[src/rtl/ack_bus_if.sv]
// ACK bus requester interface.
// Groups the local completion handshake (done_*) and the arbiter/bus side
// (req, ack_ready, ack_valid, ack_tag) of one requester endpoint.
//   master : the requester endpoint (drives done_ready, req, ack_valid, ack_tag)
//   slave  : the surrounding logic / arbiter (drives done_valid, done_tag, ack_ready)
interface ack_bus_if #(
   parameter int TAG_W = 3
);
   logic             done_valid;
   logic [TAG_W-1:0] done_tag;
   logic             done_ready;
   logic             req;
   logic             ack_ready;
   logic             ack_valid;
   logic [TAG_W-1:0] ack_tag;

   modport master (
      input  done_valid, done_tag, ack_ready,
      output done_ready, req, ack_valid, ack_tag
   );

   modport slave (
      output done_valid, done_tag, ack_ready,
      input  done_ready, req, ack_valid, ack_tag
   );
endinterface

[src/rtl/ack_bus_requester.sv]
// ACK bus requester endpoint.
// Queues local completion tags in a small FIFO and requests the shared ACK
// bus. When granted in SEND, the head tag is presented for one cycle, then
// req is dropped for one GAP cycle so lower-priority requesters can win.
// Ports:
//   clk, rst       system clock (rising edge), asynchronous active-high reset
//   bus            ack_bus_if.master: done_valid/done_tag/done_ready,
//                  req/ack_ready/ack_valid/ack_tag
//   pending_count  FIFO occupancy
//   overflow       sticky flag: a completion was dropped because the FIFO was full
//
// state | meaning
// IDLE  | nothing requested; leaves as soon as the FIFO holds an entry
// REQ   | req high, waiting for the arbiter grant
// SEND  | req high, head tag on the bus; beat taken only if still granted
// GAP   | req low for one cycle after a beat
module ack_bus_requester #(
   parameter int DEPTH = 4,
   parameter int TAG_W = 3
) (
   input  logic                         clk,
   input  logic                         rst,
   ack_bus_if.master                    bus,
   output logic [$clog2(DEPTH+1)-1:0]   pending_count,
   output logic                         overflow
);
   localparam int PTR_W = $clog2(DEPTH);
   localparam int CNT_W = $clog2(DEPTH+1);

   // req is state[0]: REQ and SEND are the only encodings with bit 0 set
   typedef enum logic [1:0] {
      IDLE = 2'b00,
      REQ  = 2'b01,
      SEND = 2'b11,
      GAP  = 2'b10
   } state_t;

   state_t           state;
   state_t           state_nxt;
   logic [TAG_W-1:0] mem [DEPTH];
   logic [PTR_W-1:0] wr_ptr;
   logic [PTR_W-1:0] rd_ptr;
   logic [CNT_W-1:0] count;
   logic             push;
   logic             pop;

   assign bus.done_ready = (count != CNT_W'(DEPTH));
   assign bus.req        = (state == REQ) || (state == SEND);
   // Preemption in SEND shows up as ack_ready low: no beat, head kept.
   assign bus.ack_valid  = (state == SEND) && bus.ack_ready;
   assign bus.ack_tag    = (count == '0) ? '0 : mem[rd_ptr];
   assign pending_count  = count;

   assign push = bus.done_valid && bus.done_ready;
   assign pop  = bus.ack_valid;

   // Tag storage carries no reset; ack_tag is masked while the FIFO is empty.
   always_ff @(posedge clk) begin
      if (push) begin
         mem[wr_ptr] <= bus.done_tag;
      end
   end

   // Pointers are PTR_W bits wide, so DEPTH being a power of two gives the wrap for free.
   always_ff @(posedge clk or posedge rst) begin
      if (rst) begin
         wr_ptr   <= '0;
         rd_ptr   <= '0;
         count    <= '0;
         overflow <= 1'b0;
      end else begin
         if (push) begin
            wr_ptr <= wr_ptr + 1'b1;
         end
         if (pop) begin
            rd_ptr <= rd_ptr + 1'b1;
         end
         case ({push, pop})
            2'b10:   count <= count + 1'b1;
            2'b01:   count <= count - 1'b1;
            default: count <= count;
         endcase
         if (bus.done_valid && !bus.done_ready) begin
            overflow <= 1'b1;
         end
      end
   end

   always_ff @(posedge clk or posedge rst) begin
      if (rst) begin
         state <= IDLE;
      end else begin
         state <= state_nxt;
      end
   end

   always_comb begin
      state_nxt = state;
      case (state)
         IDLE:    if (count != '0) state_nxt = REQ;
         REQ:     if (bus.ack_ready) state_nxt = SEND;
         SEND:    state_nxt = bus.ack_ready ? GAP : REQ;
         GAP:     state_nxt = IDLE;
         default: state_nxt = IDLE;
      endcase
   end
endmodule

[src/flat_wrapper.sv]
// flat-port wrapper written by rule: the top's interface ports become plain ports
module ack_bus_requester_flat 
#(
   parameter int DEPTH = 4,
   parameter int TAG_W = 3
)
  (clk, rst, pending_count, overflow, bus_done_valid, bus_done_tag, bus_ack_ready, bus_done_ready, bus_req, bus_ack_valid, bus_ack_tag);
  ack_bus_if #(.TAG_W(TAG_W)) bus_i ();
  input  logic clk;
  input  logic rst;
  output logic [$clog2(DEPTH+1)-1:0] pending_count;
  output logic overflow;
  input wire logic [$bits(bus_i.done_valid)-1:0] bus_done_valid;
  input wire logic [$bits(bus_i.done_tag)-1:0] bus_done_tag;
  input wire logic [$bits(bus_i.ack_ready)-1:0] bus_ack_ready;
  output wire logic [$bits(bus_i.done_ready)-1:0] bus_done_ready;
  output wire logic [$bits(bus_i.req)-1:0] bus_req;
  output wire logic [$bits(bus_i.ack_valid)-1:0] bus_ack_valid;
  output wire logic [$bits(bus_i.ack_tag)-1:0] bus_ack_tag;
  assign bus_i.done_valid = bus_done_valid;
  assign bus_i.done_tag = bus_done_tag;
  assign bus_i.ack_ready = bus_ack_ready;
  assign bus_done_ready = bus_i.done_ready;
  assign bus_req = bus_i.req;
  assign bus_ack_valid = bus_i.ack_valid;
  assign bus_ack_tag = bus_i.ack_tag;
  ack_bus_requester #(.DEPTH(DEPTH), .TAG_W(TAG_W)) u_core (.clk(clk), .rst(rst), .bus(bus_i), .pending_count(pending_count), .overflow(overflow));
endmodule
[config.mk]
export PLATFORM = sky130hd
export DESIGN_NAME = ack_bus_requester_flat
export DESIGN_NICKNAME = d
export VERILOG_FILES = /design/src/rtl/ack_bus_if.sv /design/src/rtl/ack_bus_requester.sv /design/src/flat_wrapper.sv
export SDC_FILE = /design/constraint.sdc
export NUM_CORES = 1
export LEC_CHECK = 0
export CORE_MARGIN = 2
export CORE_UTILIZATION = 50
export CTS_CLUSTER_DIAMETER = 60
export CTS_CLUSTER_SIZE = 24
export DETAILED_ROUTE_END_ITERATION = 6
export GPL_ROUTABILITY_DRIVEN = 1
export PLACE_DENSITY_LB_ADDON = 0.1
export SYNTH_ARGS = -nofsm -noshare
export SYNTH_HDL_FRONTEND = slang
export SYNTH_SLANG_ARGS = --single-unit
[constraint.sdc]
create_clock -name clk -period 2.1 [get_ports clk]
set_clock_uncertainty 0.05 [all_clocks]
set_input_delay 0.42 -clock clk [delete_from_list [all_inputs] [get_ports clk]]
set_output_delay 0.42 -clock clk [all_outputs]
set_load 0.05 [all_outputs]
After elaboration in Yosys (flattened, before gate mapping)
Memory sizes are Yosys's and may differ from the RTL's.
Index checks and enable logic that the tools add are counted.
{"block": "op_classes", "eq_ne": 8, "addsub": 4, "n_reduce_logical": 10, "mux": 8}
{"operator": "case mux 2 bit (4 select lines)", "count": 1}
{"operator": "== test 2 bit (second input constant)", "count": 3}
{"operator": "2-to-1 mux 2 bit", "count": 3}
{"operator": "case mux 3 bit (2 select lines)", "count": 1}
{"operator": "adder 2 x 1 -> 2 bit (second input constant)", "count": 2}
{"operator": "== test 2 x 1 -> 1 bit (second input constant)", "count": 2}
{"operator": "adder 3 x 1 -> 3 bit (second input constant)", "count": 1}
{"operator": "logical AND 1 bit", "count": 3}
{"operator": "logical NOT 3 bit", "count": 1}
{"operator": "2-to-1 mux 3 bit", "count": 1}
{"operator": "inequality test 3 bit (second input constant)", "count": 1}
{"operator": "nonzero test 3 bit", "count": 1}
{"operator": "subtractor 3 x 1 -> 3 bit (second input constant)", "count": 1}
{"operator": "logical NOT 2 bit", "count": 1}
{"operator": "2-to-1 mux 1 bit", "count": 2}
{"operator": "inequality test 2 x 1 -> 1 bit (second input constant)", "count": 1}
{"operator": "inequality test 2 bit (second input constant)", "count": 1}
{"operator": "AND reduction 2 bit", "count": 1}
{"operator": "nonzero test 2 bit", "count": 1}
{"operator": "logical NOT 1 bit", "count": 1}
{"operator": "logical OR 1 bit", "count": 1}
{"block": "word_totals", "mem_count": 1, "output_inout_bits": 10, "ff_bits": 10, "elab_cells": 36, "mem_bits_rw": 12, "inputBits": 7}
{"memory": "u_core.mem", "words": 4, "word_bits": 3, "read_ports": 1, "rd_clocked_by_memory_dff": 0, "write_ports": 1, "line": "ack_bus_requester.sv:40", "rtl": "logic [TAG_W-1:0] mem [DEPTH];"}

Logic depth before layout (Yosys ltp)
{"block": "depth", "word_depth": 4, "mapped_depth": 9, "ltp_nobuf": 9}

Worst setup path after synthesis
No wires, ideal clock.
{"block": "synth_timing", "kind": "flip-flop to flip-flop", "start": "reg u_core.count[2], in the netlist u_core.pending_count[2]", "end": "reg u_core.count[2], in the netlist u_core.pending_count[2]", "t_arrival_ps": 2078, "slack_ps": -110, "n_path_buf": 0, "synth_period_minus_slack_ps": 2210, "setup_time_ps": 82, "required_time_ps": 1968, "stages_incl_launch_ff": 10, "cell_sequence": "dfrtp_1 > nor3b_2 > nor2b_2 > inv_1 > ha_1 > inv_1 > fa_1 > xor2_1 > nor2_1 > xor2_1"}
{"block": "synth_between", "elab_chain_len": 4, "word_cells_on_any_way": 8, "classes_between": "2 x add/sub; 3 x eq/ne; 1 x mux; 2 x reduce/logical"}
{"item": "start, declared", "line": "ack_bus_requester.sv:43", "rtl": "logic [CNT_W-1:0] count;"}
{"item": "start signal, assigned", "line": "ack_bus_requester.sv:79", "rtl": "2'b10: count <= count + 1'b1;"}
{"item": "start signal, assigned", "line": "ack_bus_requester.sv:80", "rtl": "2'b01: count <= count - 1'b1;"}
{"item": "start signal, assigned", "line": "ack_bus_requester.sv:81", "rtl": "default: count <= count;"}
{"item": "inequality test 3 bit", "line": "ack_bus_requester.sv:47", "rtl": "assign bus.done_ready = (count != CNT_W'(DEPTH));"}
{"item": "logical AND 1 bit", "line": "ack_bus_requester.sv:54", "rtl": "assign push = bus.done_valid && bus.done_ready;"}
{"item": "== test 2 x 1 -> 1 bit or == test 2 bit (tied branches)", "line": "ack_bus_requester.sv:78", "rtl": "case ({push, pop})"}
{"item": "case mux 3 bit (2 select lines) or nonzero test 2 bit (tied branches)"}
Several ways; a longest one is shown, not always the timed one.
A chain may end at the register's enable or synchronous reset.

Worst setup path in the final report
{"block": "layout_timing", "start": "reg u_core.count[0], in the netlist u_core.pending_count[0]", "end": "out pending_count[0]"}
{"item": "end, declared", "line": "flat_wrapper.sv:11", "rtl": "output logic [$clog2(DEPTH+1)-1:0] pending_count;"}
No word-level cell between the ends.

==> results.md <==
- The most common cell in the synthesized netlist is edfxtp_1.
- The mean cell area of the mapped netlist is 14.8 um2.
- Counting flops with an async set or reset pin after synthesis yields a share of 45.5%.
- The die covers 2360 um2.
- The die is 48.6 um tall.
- The critical path depth in cells is 1.
- The maximum ir drop on the vdd rail is 1100 uV.
- In the synthesized netlist the dominant register cell turns out to be edfxtp_1.
- Compared with the post-synthesis result, the final layout area differs by 32.1%.
- During synthesis, Yosys emitted a total of 0 warnings.
- The initial antenna violation count is 0.
- Detailed routing inserted a total of 570 vias.
- After synthesis, the largest area contributor takes up 36.3% of total cell area.
- Sorting the synthesized cells by area gives the leading types as edfxtp_1 (36%), dfrtp_1 (25%), mux4_2 (6.8%).
- The first detailed-routing pass ran for 3 iterations.
- In this run the static leakage power is 0.000554 uW.
- At the pin with the least slew margin, the transition time is 497 ps.
- Counting flops and latches in the post-synthesis netlist gives 22.
- The slowest cell on the critical path is clkdlybuf4s50_1.
- The HPWL after detailed placement is 1.14 mm.
- Traced cell by cell, the critical path runs through clkdlybuf4s50_1.
- Port buffering added 16 buffers.
- At the worst endpoint, the arrival time is 1580 ps.
- Hold is met by 330 ps.
- The reg-to-reg setup timing slack is 120 ps.
- The via count of the first global-routing pass is 566.
- The power density of the placed cells is 1610 nW/um2.
- Entering global routing, the biggest net connects 14 pins.
- The buffer depth of the longest clock path is 2.
- The area of placed instances is 1210 um2.
- The initial DRC count is 8.
- The post-detailed-route count of antenna-violating nets is 0.
- The multiplexer area fraction after synthesis is 8.94%.
- The endpoint class of the critical path is a primary output.
- The clock latency on the worst-skew pair is 310 ps.
- The initial utilization of the core area, before any placement, comes to 51.7%.
- Setup violations remaining at the end of the flow were counted as 0.
- In this run, distinct cell masters in the synthesized netlist total 23.
- The fraction of the mapped netlist area in adder cells is 8.31%.
- In the final design database the tool counted 108 nets.
- The synthesized netlist devotes 2.02% of its cell area to compound gates.
- The run finished with clean final reports.
- The classification of the worst setup path is flip-flop to primary output.
- Counting every sink on the clock net gives 22.
- After clock tree synthesis, the clock-pin slew on the worst setup and hold paths is 130 ps.
- The clock tree from TritonCTS is built.
- The detailed-route wire length is 1.65 mm.
- The max-slew violation count is 0.
- The largest area contributor in the netlist is edfxtp_1.
- The sequential fraction of the synthesis area is 61.5%.
- The synthesized design contains 12 enable-type register cells.
- The floorplan row count is 16.
- Using the TritonRoute via totals, the vias-per-cell ratio works out to 4.71.
- The number of cells on the worst reg-to-reg path is 9.
- Static timing analysis puts the maximum clock frequency at 488 MHz.
- The class of the tightest hold or removal check is primary input to async pin.
- The launching element type of the critical path is a flip-flop.
- Data on the critical path is required at its endpoint by 1630 ps.
- Dividing the final minimum period by the clock period gives 97.5%.
- The cell chosen for the clock root is clkbuf_4.
- Together, buffers and inverters on the worst path number 1.
- The number of antenna diodes in the final layout is 0.
- The total of max-cap violations is 0.
- The critical path's top delay family is buffers and inverters.
- Global routing used 16.1% of the available tracks across all layers.
- The post-route total power is 2120 uW.
- The share of the synthesized netlist area taken by xor and xnor gates is 5.29%.
- Summing every instance area after synthesis gives 993 um2.
- The dominant combinational cell family by area after synthesis is simple AND/OR/NAND/NOR gates.
- The die is 48.6 um wide.
- The post-route cell area is 1310 um2.
- Cells with a size suffix above 1 make up 30.9% of the layout.
- Pin placement for this block handled 17 I/O pins.
- The fraction of the mapped netlist area in simple logic gates is 9.07%.
- The net count after synthesis is 80.
- The longest individual stage delay on the worst path is 820 ps.
- Dividing the detail-routed wire length by the instance count gives 13.6 um.
- The number of remaining DRC errors is 0.
- The CTS H-tree depth is 1.
- The routability congestion estimate from global placement is 0.711.
- The total clock buffers created by CTS is 3.
- The first global-routing pass estimated 2.83 mm of wire.
- Synthesis handed over a netlist of 67 instances.
- The routed design could run at a clock period as short as 2050 ps.
- The number of hold violations in the final report came to 0.
- The normalized max-slew margin is 66.8%.
- The area of the core region is 1920 um2.
- By count the netlist is led by edfxtp_1 (12), dfrtp_1 (10), inv_1 (9), and2_1 (5), ha_1 (5).
- Summed over all layers, the global routing overflow is 0.
- The largest fanout on the critical path is 5.
## per-stage QoR
step,std cells,utilization [%],TNS [ps],setup WS (ps)
after floorplan,67,-,0,49.4
after global placement,113,63.2,-86.0,-86.0
after detailed placement,113,63.2,-118,-118
after CTS,118,66.4,0,22.5
after global routing,121,68.3,-4.80,-4.80
final,121,68.3,0,51.7
## kinds of logic after synthesis
kind of cell / after synthesis
compound gates: 3
mux: 5
fa+ha+maj: 6
simple gates: 14
xor+xnor: 6
buf+inv: 11
flops: 22
## layout by cell type, fill, tap and decap left out
master / netlist / layout
a21boi_0: 1 / 1
a21o_1: 1 / 1
and2_1: 5 / 5
and3_2: 0 / 1
buf_12: 0 / 1
buf_4: 0 / 11
buf_6: 1 / 2
bufinv_16: 0 / 1
clkbuf_4: 0 / 3
clkdlybuf4s50_1: 0 / 11
dfrtp_1: 10 / 6
dfrtp_2: 0 / 4
edfxtp_1: 12 / 12
fa_1: 1 / 1
ha_1: 5 / 5
inv_1: 9 / 9
mux2_2: 1 / 1
mux2i_1: 1 / 1
mux4_2: 3 / 3
nand2_1: 1 / 1
nor2_1: 1 / 1
nor2b_1: 3 / 3
nor2b_2: 1 / 1
nor3_1: 1 / 1
nor3b_4: 0 / 1
o21ai_0: 1 / 1
xnor2_1: 3 / 3
xor2_1: 3 / 3
## cell type report
cell class                      count  area (um2)
Clock buffer                        3        22.5
Clock inverter                      1        30.0
Fill cell                         152         609
Inverter                            9        33.8
Multi-Input combinational cell     34         342
Sequential cell                    22         616
Tap cell                           27        33.8
Timing Repair Buffer               25         235
## worst paths after layout
check                                        start                 endpoint
max reg2reg                u_core.pending_count[1]  u_core.pending_count[2]
max in group asynchronous                      rst         u_core.rd_ptr[0]
min in group clk                   u_core.overflow          u_core.overflow
max                        u_core.pending_count[0]         pending_count[0]
min reg2reg                        u_core.overflow          u_core.overflow
min                                            rst          u_core.state[1]
## layer usage
metal / global-route usage, % / up-vias / part of all wire (%)
met1: 24.4 / 282 / 51
li1: - / 279 / -
met3: 3.40 / 2 / 2.4
met2: 22.7 / 7 / 46
met4: 7.14 / 0 / 0.85
met5: 0 / - / 0
## where the power goes
| part | internal [uW] | switching [uW] |
|---|---|---|
| combinational | 460 | 602 |
| clock | 193 | 133 |
| sequential | 605 | 123 |
## registers in the layout, indices dropped and copies added, names as in the netlist
name / cells
u_core.rd_ptr: 2
u_core.mem: 12
u_core.state: 2
u_core.overflow: 1
u_core.wr_ptr: 2
u_core.pending_count: 3
## what timing repair did
item	in CTS	in global routing
gates resized for setup	1	3
hold buffers	0	0
setup buffers	1	3
endpoints found under the setup margin	3	4
cloned	0	0
pin swaps	0	1
No activity file was read; power rests on OpenSTA's default activity.
